==> src/rtl/control_pipe.sv <==
// ID/EX, EX/MEM and MEM/WB control pipeline with load-use and branch-compare
// hazard detection, stall/flush generation and a saturating stall counter.
module control_pipe #(
  parameter int CNT_W = 16
) (
  input  logic             clk_i,
  input  logic             rst_i,
  input  logic [7:0]       Bus_i,
  input  logic             Branch_i,
  input  logic             Jump_i,
  input  logic             Equal_i,
  input  logic [4:0]       RsAddr_i,
  input  logic [4:0]       RtAddr_i,
  input  logic [4:0]       RdAddr_i,
  output logic             ALUSrc_o,
  output logic [1:0]       ALUOp_o,
  output logic [4:0]       EXWAddr_o,
  output logic             MemRead_o,
  output logic             MemWrite_o,
  output logic [4:0]       MEMWAddr_o,
  output logic             MEMRegWrite_o,
  output logic             MemtoReg_o,
  output logic             RegWrite_o,
  output logic [4:0]       WBAddr_o,
  output logic             Stall_o,
  output logic             Flush_o,
  output logic [CNT_W-1:0] StallCnt_o
);

  // Bus_i layout: {ALUSrc, ALUOp[1:0], RegDst, MemRead, MemWrite, MemtoReg, RegWrite}
  logic       ex_alusrc, ex_regdst, ex_memread, ex_memwrite, ex_memtoreg, ex_regwrite;
  logic [1:0] ex_aluop;
  logic [4:0] ex_rt, ex_rd;
  logic       mem_memread, mem_memwrite, mem_memtoreg, mem_regwrite;
  logic [4:0] mem_waddr;
  logic       wb_memtoreg, wb_regwrite;
  logic [4:0] wb_waddr;
  logic [CNT_W-1:0] stall_cnt;
  logic       h_load_use, h_br_alu, h_br_load;

  function automatic logic src_match(input logic [4:0] a, input logic [4:0] rs,
                                     input logic [4:0] rt);
    return (a != 5'd0) && ((a == rs) || (a == rt));
  endfunction

  assign EXWAddr_o = ex_regdst ? ex_rd : ex_rt;

  always_comb begin
    h_load_use = ex_memread && src_match(ex_rt, RsAddr_i, RtAddr_i);
    h_br_alu   = Branch_i && ex_regwrite && src_match(EXWAddr_o, RsAddr_i, RtAddr_i);
    h_br_load  = Branch_i && mem_memread && src_match(mem_waddr, RsAddr_i, RtAddr_i);
  end

  // Stall wins over flush: a stalled branch is resolved once its operands are ready.
  assign Stall_o = h_load_use | h_br_alu | h_br_load;
  assign Flush_o = ~Stall_o & (Jump_i | (Branch_i & Equal_i));

  always_ff @(posedge clk_i or negedge rst_i) begin
    if (!rst_i) begin
      ex_alusrc   <= 1'b0;
      ex_aluop    <= 2'b00;
      ex_regdst   <= 1'b0;
      ex_memread  <= 1'b0;
      ex_memwrite <= 1'b0;
      ex_memtoreg <= 1'b0;
      ex_regwrite <= 1'b0;
      ex_rt       <= 5'd0;
      ex_rd       <= 5'd0;
    end else if (Stall_o) begin
      ex_alusrc   <= 1'b0;
      ex_aluop    <= 2'b00;
      ex_regdst   <= 1'b0;
      ex_memread  <= 1'b0;
      ex_memwrite <= 1'b0;
      ex_memtoreg <= 1'b0;
      ex_regwrite <= 1'b0;
      ex_rt       <= 5'd0;
      ex_rd       <= 5'd0;
    end else begin
      ex_alusrc   <= Bus_i[7];
      ex_aluop    <= Bus_i[6:5];
      ex_regdst   <= Bus_i[4];
      ex_memread  <= Bus_i[3];
      ex_memwrite <= Bus_i[2];
      ex_memtoreg <= Bus_i[1];
      ex_regwrite <= Bus_i[0];
      ex_rt       <= RtAddr_i;
      ex_rd       <= RdAddr_i;
    end
  end

  // EX/MEM and MEM/WB always advance, stall or not.
  always_ff @(posedge clk_i or negedge rst_i) begin
    if (!rst_i) begin
      mem_memread  <= 1'b0;
      mem_memwrite <= 1'b0;
      mem_memtoreg <= 1'b0;
      mem_regwrite <= 1'b0;
      mem_waddr    <= 5'd0;
      wb_memtoreg  <= 1'b0;
      wb_regwrite  <= 1'b0;
      wb_waddr     <= 5'd0;
    end else begin
      mem_memread  <= ex_memread;
      mem_memwrite <= ex_memwrite;
      mem_memtoreg <= ex_memtoreg;
      mem_regwrite <= ex_regwrite;
      mem_waddr    <= EXWAddr_o;
      wb_memtoreg  <= mem_memtoreg;
      wb_regwrite  <= mem_regwrite;
      wb_waddr     <= mem_waddr;
    end
  end

  always_ff @(posedge clk_i or negedge rst_i) begin
    if (!rst_i) begin
      stall_cnt <= '0;
    end else if (Stall_o && (stall_cnt != {CNT_W{1'b1}})) begin
      stall_cnt <= stall_cnt + CNT_W'(1);
    end
  end

  assign ALUSrc_o      = ex_alusrc;
  assign ALUOp_o       = ex_aluop;
  assign MemRead_o     = mem_memread;
  assign MemWrite_o    = mem_memwrite;
  assign MEMWAddr_o    = mem_waddr;
  assign MEMRegWrite_o = mem_regwrite;
  assign MemtoReg_o    = wb_memtoreg;
  assign RegWrite_o    = wb_regwrite;
  assign WBAddr_o      = wb_waddr;
  assign StallCnt_o    = stall_cnt;

endmodule

==> config.mk <==
export PLATFORM = sky130hd
export DESIGN_NAME = control_pipe
export DESIGN_NICKNAME = d
export VERILOG_FILES = /design/src/rtl/control_pipe.sv
export SDC_FILE = /design/constraint.sdc
export NUM_CORES = 1
export LEC_CHECK = 0
export CORE_ASPECT_RATIO = 0.7
export CORE_MARGIN = 10
export CORE_UTILIZATION = 45
export CTS_CLUSTER_DIAMETER = 60
export DETAILED_ROUTE_END_ITERATION = 10
export GPL_ROUTABILITY_DRIVEN = 0
export PLACE_DENSITY = 0.77
export SLEW_MARGIN = 20
export SYNTH_ARGS = -nofsm -noshare
export SYNTH_HDL_FRONTEND = slang
export SYNTH_SLANG_ARGS = --single-unit
==> constraint.sdc <==
create_clock -name clk_i -period 6.12 [get_ports clk_i]
set_input_delay 1.224 -clock clk_i [delete_from_list [all_inputs] [get_ports clk_i]]
set_output_delay 1.224 -clock clk_i [all_outputs]
set_load 0.02 [all_outputs]
==> Implementation_results.wiki <==
{| class="wikitable"
! Metric !! Value
|-
| Top-Level Pins || 69
|-
| Final Hold Violating Endpoints || 0
|-
| Hold crit path type || register to register
|-
| Number of iterations in the first detailed-routing pass || 4
|-
| Worst-path clk slew || 80 ps
|-
| Overall die area || 8460 µm²
|-
| CTS root buffer || clkbuf_8
|-
| Combined global-route utilization of all metal layers || 13.2%
|-
| Post-Synth Simple-Gate Area || 13.5%
|-
| Number of different library cells in the post-synthesis netlist || 37
|-
| 1st-iter DRT viols || 84
|-
| Yosys reg bits || 50
|-
| Proportion of register bits with asynchronous set or reset after synthesis || 100%
|-
| Crit. End Element || output pin
|-
| Maximum number of pins on one net before global-route repair || between 50 and 60
|-
| Leading post-synthesis cells by cell area || dfrtp_1 54%, xnor2_1 16%, and2_1 5.1%, mux2i_4 2.9%, o2111ai_1 2.3%
|-
| TritonCTS clock tree || done
|-
| Number of rows in the core area || 21
|-
| Dpl hpwl || 4.17 mm
|-
| Mux contribution to synthesized area || 5.14%
|-
| Startpoint Class || primary input
|-
| Final Routed Wirelength || ~5.3 mm
|-
| Result of the run || finished clean
|-
| Ratio of final minimum period to clock period || 80.7%
|-
| Total grt overflow || 0
|-
| Number of global-route vias before repair || 1727
|-
| Average wire per standard cell || 16.0 µm
|-
| Slew at the pin closest to its max-slew limit || 616 ps
|-
| Total number of vias || roughly 1700
|-
| Data required time of the critical path || 4900 ps
|-
| Normalized max-slew margin || 59.0%
|-
| Cells after Synth || 193
|-
| Achievable clock frequency || 202 MHz
|-
| Combined area of all synthesized cells || roughly 2300 µm²
|-
| Initial antenna violation count || 0
|-
| ANT cells || 0
|-
| Maximum number of buffers from clock root to sink || 2
|-
| Starting density of the core || 47.4%
|-
| Synth top cells by count || 50 x dfrtp_1, 42 x xnor2_1, 19 x and2_1, 9 x nand2_1, 9 x nand3_1
|-
| Die width || ~110 µm
|-
| Design Area, Final || between 3000 and 4000 µm²
|-
| Synthesized-area fraction occupied by ao, oa, aoi and oai cells || 8.00%
|-
| Number of sinks driven by the clock tree || 50
|-
| Cell taking the most area after synthesis || dfrtp_1
|-
| Share of synthesized cell area in full adder, half adder and majority cells || less than 1%
|-
| CP Class || primary input to output pin
|-
| Vias per Instance || 4.96
|-
| Post-route DRC || 0
|-
| Most instantiated flip-flop cell in the synthesis netlist || dfrtp_1
|-
| Power density over the cells || approximately 270 nW/µm²
|-
| Ratio of cells with drive above 1 in the final layout || 7.92%
|-
| Pins over their slew limit || 0
|-
| Fin Setup TNS || 0 ps
|-
| Post-route antenna net violation count || 0
|-
| Total of hold buffers inserted after clock tree synthesis || 0
|-
| CTS H-tree lvls || 2
|-
| Peak ir drop on the vdd network || 0.147 mV
|-
| Area overhead of the layout relative to synthesis || 35.8%
|-
| Cell depth of the worst hold path || 0
|-
| Worst-path maximum fanout || 19
|-
| Pleak || 1.22 nW
|-
| Worst Reg2Reg Path Length in Cells || 7
|-
| Most frequently used cell type in the post-synthesis netlist || dfrtp_1
|-
| Global-route wire length before repair || 8.94 mm
|-
| Area fraction of the dominant cell type after synthesis || between 50% and 60%
|-
| Cts bufs inserted || 5
|-
| Max-Cap Viols || 0
|-
| Insertion delay of the later-clocked pin in the worst-skew pair || 300 ps
|-
| Cell Area, Placed || 3050 µm²
|-
| Area of the placeable core || just under 5000 µm²
|-
| Layout net count || 293
|-
| Synthesis Warnings || 0
|-
| Xor and xnor area share after synthesis || about 17%
|-
| Worst path arrival time || 3720 ps
|-
| Net count after synthesis || 222
|-
| # port buffers || 68
|-
| Min cycle time layout || between 4000 and 5000 ps
|-
| Number of fill cells || 408
|-
| Setup fix buffers added after clock tree synthesis || 0
|-
| Die H || ~80 µm
|-
| Post-synthesis area per instance || 12.0 µm²
|-
| Post-CTS Resized || 0
|-
| Number of setup violations in the final report || 0
|-
| Sequential cell area fraction in the yosys report || 54.1%
|-
| Final worst clock skew || around 6.7 ps
|-
| Setup repair after global routing missed its margin || no
|-
| Dominant combinational cell family by area after synthesis || XOR/XNOR gates
|-
| Number of synthesized flops with an enable pin || 0
|}
-- layer usage --
metal | share of wire, % | GRT usage, % | routed length [µm] | up-vias
li1 | - | - | - | 795
met1 | 47 | 17.5 | 2490 | 791
met2 | 41 | 18.7 | 2200 | 62
met3 | 10 | 5.48 | 556 | 10
met4 | 1.6 | 5.26 | 87 | 0
met5 | 0 | 0 | 0 | -
-- worst max-delay path, cell delays in order --
cell and delay [ps]:
clkdlybuf4s50_1 500, xnor2_1 180, nor3_2 180, nand3_1 180, a21oi_2 500, nor2_2 240
inv_1 100, clkdlybuf4s50_1 610
-- power by group --
part / switching, mW / total [mW] / internal, mW
Clock: 0.105 / 0.196 / 0.0913
Sequential: 0.0437 / 0.411 / 0.367
Combinational: 0.119 / 0.248 / 0.128
-- area by class of cell --
cell class	instances	area, µm²	share of cell area [%]
multi-input cells	133	1010	32.3
well taps	69	86.3	2.75
clock buffers	7	86.3	2.75
repair buffers	68	678	21.6
clock inverters	1	5.00	0.159
inverters	6	22.5	0.716
flip-flops and latches	50	1250	39.8
-- worst paths after layout --
kind                               from             to  slack, ps
hold reg to reg            mem_memtoreg     MemtoReg_o        350
setup / recovery            RsAddr_i[4]        Stall_o       1180
min in group asynchronous         rst_i    WBAddr_o[2]        920
setup reg to reg              ex_regdst  StallCnt_o[1]       3550
hold / removal             mem_memtoreg     MemtoReg_o        350
max in group asynchronous         rst_i       ex_rt[4]       4770
-- sequential cells by signal (all words and copies together), names as in the netlist, 2 cells and up --
register,count
StallCnt_o,16
ALUOp_o,2
MEMWAddr_o,5
ex_rt,5
ex_rd,5
WBAddr_o,5
-- per-stage QoR --
stage          cells  power [mW]  setup slack, ps  util, %  hold slack (ps)
2_1_floorplan    193       0.545             2410        -              331
3_3_place_gp     326       0.662             1240     62.4              334
4_1_cts          334       0.865             1200     64.3              355
3_5_place_dp     326       0.668             1200     62.4              335
6_report         334       0.855             1180     64.3              353
5_1_grt          334       0.901             1030     64.3              366
-- cell usage in the layout, fill, tap and decap left out, types with 2 or more instances in the layout --
cell type         n
clkdlybuf4s50_1  67
dfrtp_1          50
xnor2_1          42
and2_1           19
nand3_1           9
nand2_1           9
nor2_1            7
inv_1             6
o2111ai_1         6
clkbuf_8          6
o211ai_1          4
mux2i_4           3
and3_1            3
o21ai_0           3
mux2_2            2
o22ai_1           2
nor3_1            2
xor2_1            2
nor3_2            2
nand4_1           2
-- kinds of logic after synthesis --
kind of cell / count (synthesis)
multiplexers: 7
adder cells (fa/ha/maj): 1
buffers and inverters: 10
AND/OR/NAND/NOR: 57
AO/OA/AOI/OAI: 24
flip-flops: 50
XOR/XNOR: 44
Power figures use the tool's default switching activity.
==> edit 1, RTL diff (config.mk and constraints unchanged) <==
Put one more register stage on the output `StallCnt_o`. The value now appears one clock later. The other outputs are not delayed to match.
--- a/src/rtl/control_pipe.sv
+++ b/src/rtl/control_pipe.sv
@@ -129,7 +129,9 @@
   assign MemtoReg_o    = wb_memtoreg;
   assign RegWrite_o    = wb_regwrite;
   assign WBAddr_o      = wb_waddr;
-  assign StallCnt_o    = stall_cnt;
+  always_ff @(posedge clk_i) begin
+    StallCnt_o <= stall_cnt;
+  end
 
 endmodule
 
Behaviour: not the same (a bounded check fails within 4 cycles, from zero or initial values and one cycle with rst_i low).
==> edit 1 against the original RTL <==
  * Synthesized area rose by 14%
  * First-iteration DRC count up 18%
  * Power grew 40%
  * Combinational power is 3% lower
  * Sequential cell count grew 16
  * Fmax down 0.38%
  * Routed wire length rose by 11%
  * Final area up 15%
  * Largest power group unchanged
  * Setup slack worse by 19 ps
==> edit 1: results (changes against the original RTL) <==
Ys Warns - 0 (unchanged)
Placement Cell Area - 3380 µm² (+11%)
Top post-synthesis cells by area - dfrtp_1 (47%), dfxtp_1 (12%), xnor2_1 (10%)
CTS clock-pin slew for the worst setup and hold paths - 70 ps
ANT cells - 0 (unchanged)
Via count - 1798 (+8.4%)
Post-DRT Antenna Nets - 0 (unchanged)
# nets final - 312 (+6.5%)
# port buffers - 68 (unchanged)
Synth top cells by count - dfrtp_1 (50), xnor2_1 (31), and2_1 (19)
First-pass DRT Iterations - 5 (+1)
Clk_skew - 4.59 ps (-2.12 ps)
Status - completed
Delay-heaviest family, CP - buffers and inverters
Hold Fails Final Rpt - 0 (unchanged)
Max VDD drop - 0.202 mV (+37%)
Syn Nets - 235 (+5.9%)
R2R setup slack - 3590 ps (+40 ps)
Final setup fails - 0 (unchanged)
Peak fanout along the critical path - 19 (unchanged)
CTS Buf Count - 9 (+4)
Placed cell count - 347 (+6.4%)
CP max-delay cell - clkdlybuf4s50_1
Max Buffers Root-to-Sink - 2 (unchanged)
Largest regs - StallCnt_o (16), stall_cnt (16)
DR WL/cell - 16.3 µm (+2.1%)
Distinct cells, synth - 33 (-11%)
Post-cts sizing count - 0 (unchanged)
DP Wirelength - 4490 µm (+7.7%)
All-layer global routing usage - 0.133 (+0.00108)
Number of global-route vias before repair - 1903 (+10%)
Postcts setup bufs - 0 (unchanged)
First-pass GRT wire length - 10100 µm (+13%)
Min-Delay Path Class - flip-flop to flip-flop
H-tree levels - 3 (+1)
Largest net degree at the start of global routing - 51 (unchanged)
Max transition margin - 0.585 (-0.00503)
Drt initial violations - 99 (+18%)
Asr flop ratio synth - 0.758 (-0.242)
Post-Syn Area per Cell - 12.8 µm² (+6.8%)
CP peak stage delay - 600 ps
Register area share after synthesis - 0.596 (+0.0550)
Layout cell share with drive strength beyond 1 - 0.122 (+0.0423)
Initial antenna violation count - 0 (unchanged)
Vias per cell - 4.95 (-0.22%)
Leakage - 0.00145 µW (+19%)
Root Driver - clkbuf_8
Clock latency on the worst-skew pair - 340 ps (+40 ps)
Worst Path Arrival - 3740 ps (+20 ps)
## edit 1: cell types whose count changed after synthesis, moves of 7 or more
cell and change:
dfxtp_1 +16, xor2_1 +12, xnor2_1 -11, nand2_1 -8
nor3_1 +7, o211ai_2 +7
## edit 1: area by class of cell
type,count,area (µm²)
fill,434,2070
sequential,66,1570
multi-input combinational,130,1010
timing repair buffer,70,691
clock buffer,11,163
tap,75,93.8
clock inverter,5,83.8
inverter,6,22.5
## edit 1: logic make-up after synthesis
| family | count (synthesis) | share of synthesized area |
|---|---|---|
| buffers and inverters | 10 | 0.0232 |
| XOR/XNOR | 45 | 0.149 |
| multiplexers | 6 | 0.0289 |
| AND/OR/NAND/NOR | 54 | 0.117 |
| AO/OA/AOI/OAI | 24 | 0.0816 |
| adder cells (fa/ha/maj) | 1 | 0.00474 |
| flip-flops | 66 | 0.596 |
## edit 1: worst reg2reg max path, delay by kind of cell, from the launching register on
family,cells,cell delay (ps)
multiplexers,2,740
flip-flops,1,570
XOR/XNOR,1,120
AND/OR/NAND/NOR,2,340
AO/OA/AOI/OAI,2,640
## edit 1: metrics by stage
stage | setup slack (ps) | power [µW] | hold slack [ps]
finish | 1160 | 1200 | 356
global route | 951 | 1260 | 373
CTS | 1160 | 1210 | 359
detailed placement | 1170 | 776 | 342
global placement | 1190 | 771 | 335
floorplan | 2320 | 653 | 331
## edit 1: final timing paths
kind / from / to / depth (start not counted)
setup / recovery: RtAddr_i[4] / Stall_o / 10
hold / removal: mem_memtoreg / MemtoReg_o / 0
setup reg to reg: ex_regdst / stall_cnt[1] / 7
hold reg to reg: mem_memtoreg / MemtoReg_o / 0
max in group asynchronous: rst_i / ex_rd[2] / 2
min in group asynchronous: rst_i / stall_cnt[15] / 2
## edit 1: per-layer routing
layer	wire length [µm]	vias to the layer above	track usage
met4	70	0	0.0524
met2	2660	74	0.191
li1	-	858	-
met3	497	8	0.0582
met1	2710	858	0.172
met5	0	-	0
## edit 1: power by group
group / internal, µW / switching [µW]
clock: 266 / 168
combinational: 121 / 119
sequential: 484 / 40.1
total: 871 / 327
==> edit 2, RTL diff (same flow settings) <==
Made on the original files. `CNT_W`: 16 -> 32.
--- a/src/rtl/control_pipe.sv
+++ b/src/rtl/control_pipe.sv
@@ -1,7 +1,7 @@
 // ID/EX, EX/MEM and MEM/WB control pipeline with load-use and branch-compare
 // hazard detection, stall/flush generation and a saturating stall counter.
 module control_pipe #(
-  parameter int CNT_W = 16
+  parameter int CNT_W = 32
 ) (
   input  logic             clk_i,
   input  logic             rst_i,
Interface: changed (resized StallCnt_o); port bits go from 69 to 85. The function was not compared with the original's and may differ.
==> edit 2 against the original RTL <==
  * Sequential cell count increased by 16
  * Sequential power increased by 25%
  * Fmax decreased by 1.7%
  * Synthesized area increased by 30%
  * Non-clock buffer count increased by 18
  * Power increased by 33%
  * Setup slack got worse by 83 ps
  * Routed wire length increased by 48%
  * Final area increased by 32%
  * Global-route usage increased by 2.7 points
  * Critical endpoint unchanged
  * Largest cell class unchanged
==> edit 2: results (changes against the original RTL) <==
Distinct cells, synth - 34 (-8.1%)
Max VDD drop - 0.203 mV (+38%)
Drt initial violations - 97 (+15%)
Reg2Reg Depth - 8 (+1)
Leakage - 0.00181 µW (+48%)
Synth top cells by count - dfrtp_1 (66), xor2_1 (34), xnor2_1 (25)
Filler Cell Count - 523 (+28%)
Post-Synth Adder-Cell Area - 0.00416 (-0.00124)
H-tree levels - 3 (+1)
Peak fanout along the critical path - 7 (-12)
Register area share after synthesis - 0.550 (+0.00923)
Syn Nets - 293 (+32%)
Number of flip-flops under the largest register name - 32 (+16)
Layout cell share with drive strength beyond 1 - 0.0833 (+0.00409)
Worst Path Arrival - 3800 ps (+80 ps)
Status - completed
Top post-synthesis cells by area - dfrtp_1 (55%), xor2_1 (9.9%), xnor2_1 (7.3%)
Hold_sp - mem_memtoreg
Number of global-route vias before repair - 2449 (+42%)
Placement Cell Area - 3940 µm² (+29%)
Clock latency on the worst-skew pair - 340 ps (+40 ps)
Synth Area in Compound Gates - 0.0400 (-0.0400)
CTS Buf Count - 9 (+4)
Reg-to-Reg Start - ex_regdst
DR WL/cell - 17.5 µm (+9.6%)
First-pass DRT Iterations - 6 (+2)
Crit path launch - RtAddr_i[0]
Multiplexer area fraction after synthesis - 0.0258 (-0.0255)
Largest net degree at the start of global routing - 67 (+31%)
WHS Path Cells - 0 (unchanged)
Clk_skew - 6.87 ps (+0.160 ps)
# port buffers - 84 (+24%)
Via count - 2292 (+38%)
DP Wirelength - 5920 µm (+42%)
All-layer global routing usage - 0.160 (+0.0275)
Synth top area share - 0.550 (+0.00923)
Max Buffers Root-to-Sink - 2 (unchanged)
Max transition margin - 0.463 (-0.127)
## edit 2: changes by cell type after synthesis, sizes merged, moves of 6 or more
cell     before  now
dfrtp        50   66
nand2         9   16
xnor2        42   26
nor3          4   23
o2111ai       6    0
xor2          2   34
## edit 2: area by class of cell
| cell class | count | area, µm² | share of cell area |
|---|---|---|---|
| repair buffers | 86 | 851 | 0.205 |
| flip-flops and latches | 66 | 1650 | 0.398 |
| well taps | 91 | 114 | 0.0275 |
| multi-input cells | 186 | 1300 | 0.313 |
| clock inverters | 2 | 35.0 | 0.00845 |
| inverters | 7 | 26.3 | 0.00634 |
| clock buffers | 13 | 169 | 0.0407 |
## edit 2: routing by layer
layer  wire length, µm  vias to the layer above  track usage
met5                 0                        -            0
met1              3220                     1125        0.189
li1                  -                     1075            -
met2              3890                       77        0.265
met3               640                       15       0.0560
met4               164                        0       0.0649
## edit 2: worst max-delay path, cell delays in order
cell and delay, ps:
clkdlybuf4s50_1 580, xnor2_1 150, nand3_1 110, nor3_1 260, a31oi_1 60, o22ai_1 550
nor2_1 130, inv_1 110, clkdlybuf4s50_1 620
## edit 2: report_power, final
group          internal, µW  total [µW]  switching (µW)
clock                   219         373             154
sequential              474         513            39.1
combinational           122         250             128
total                   815        1140             322
## edit 2: cell families (layout without fill, tap and decap cells)
| kind of cell | after synthesis | count (layout) |
|---|---|---|
| compound gates | 16 | 16 |
| flops | 66 | 66 |
| buf+inv | 12 | 108 |
| fa+ha+maj | 1 | 1 |
| xor+xnor | 60 | 60 |
| simple gates | 103 | 103 |
| mux | 6 | 6 |
## edit 2: final timing paths
| check | endpoint | slack, ps |
|---|---|---|
| min in group asynchronous | MemtoReg_o | 1040 |
| min reg2reg | MemtoReg_o | 350 |
| max reg2reg | StallCnt_o[23] | 3280 |
| max | Stall_o | 1100 |
| max in group asynchronous | StallCnt_o[28] | 4530 |
| min | MemtoReg_o | 350 |
## edit 2: metrics by stage
stage	worst slack (ps)	total power, µW	instances	hold WS [ps]	utilization
after detailed placement	1120	772	436	342	0.619
after floorplan	2140	641	264	331	-
final	1100	1140	451	345	0.651
after CTS	1100	1150	451	353	0.651
after global placement	1260	768	436	333	0.619
after global routing	1000	1190	451	372	0.651
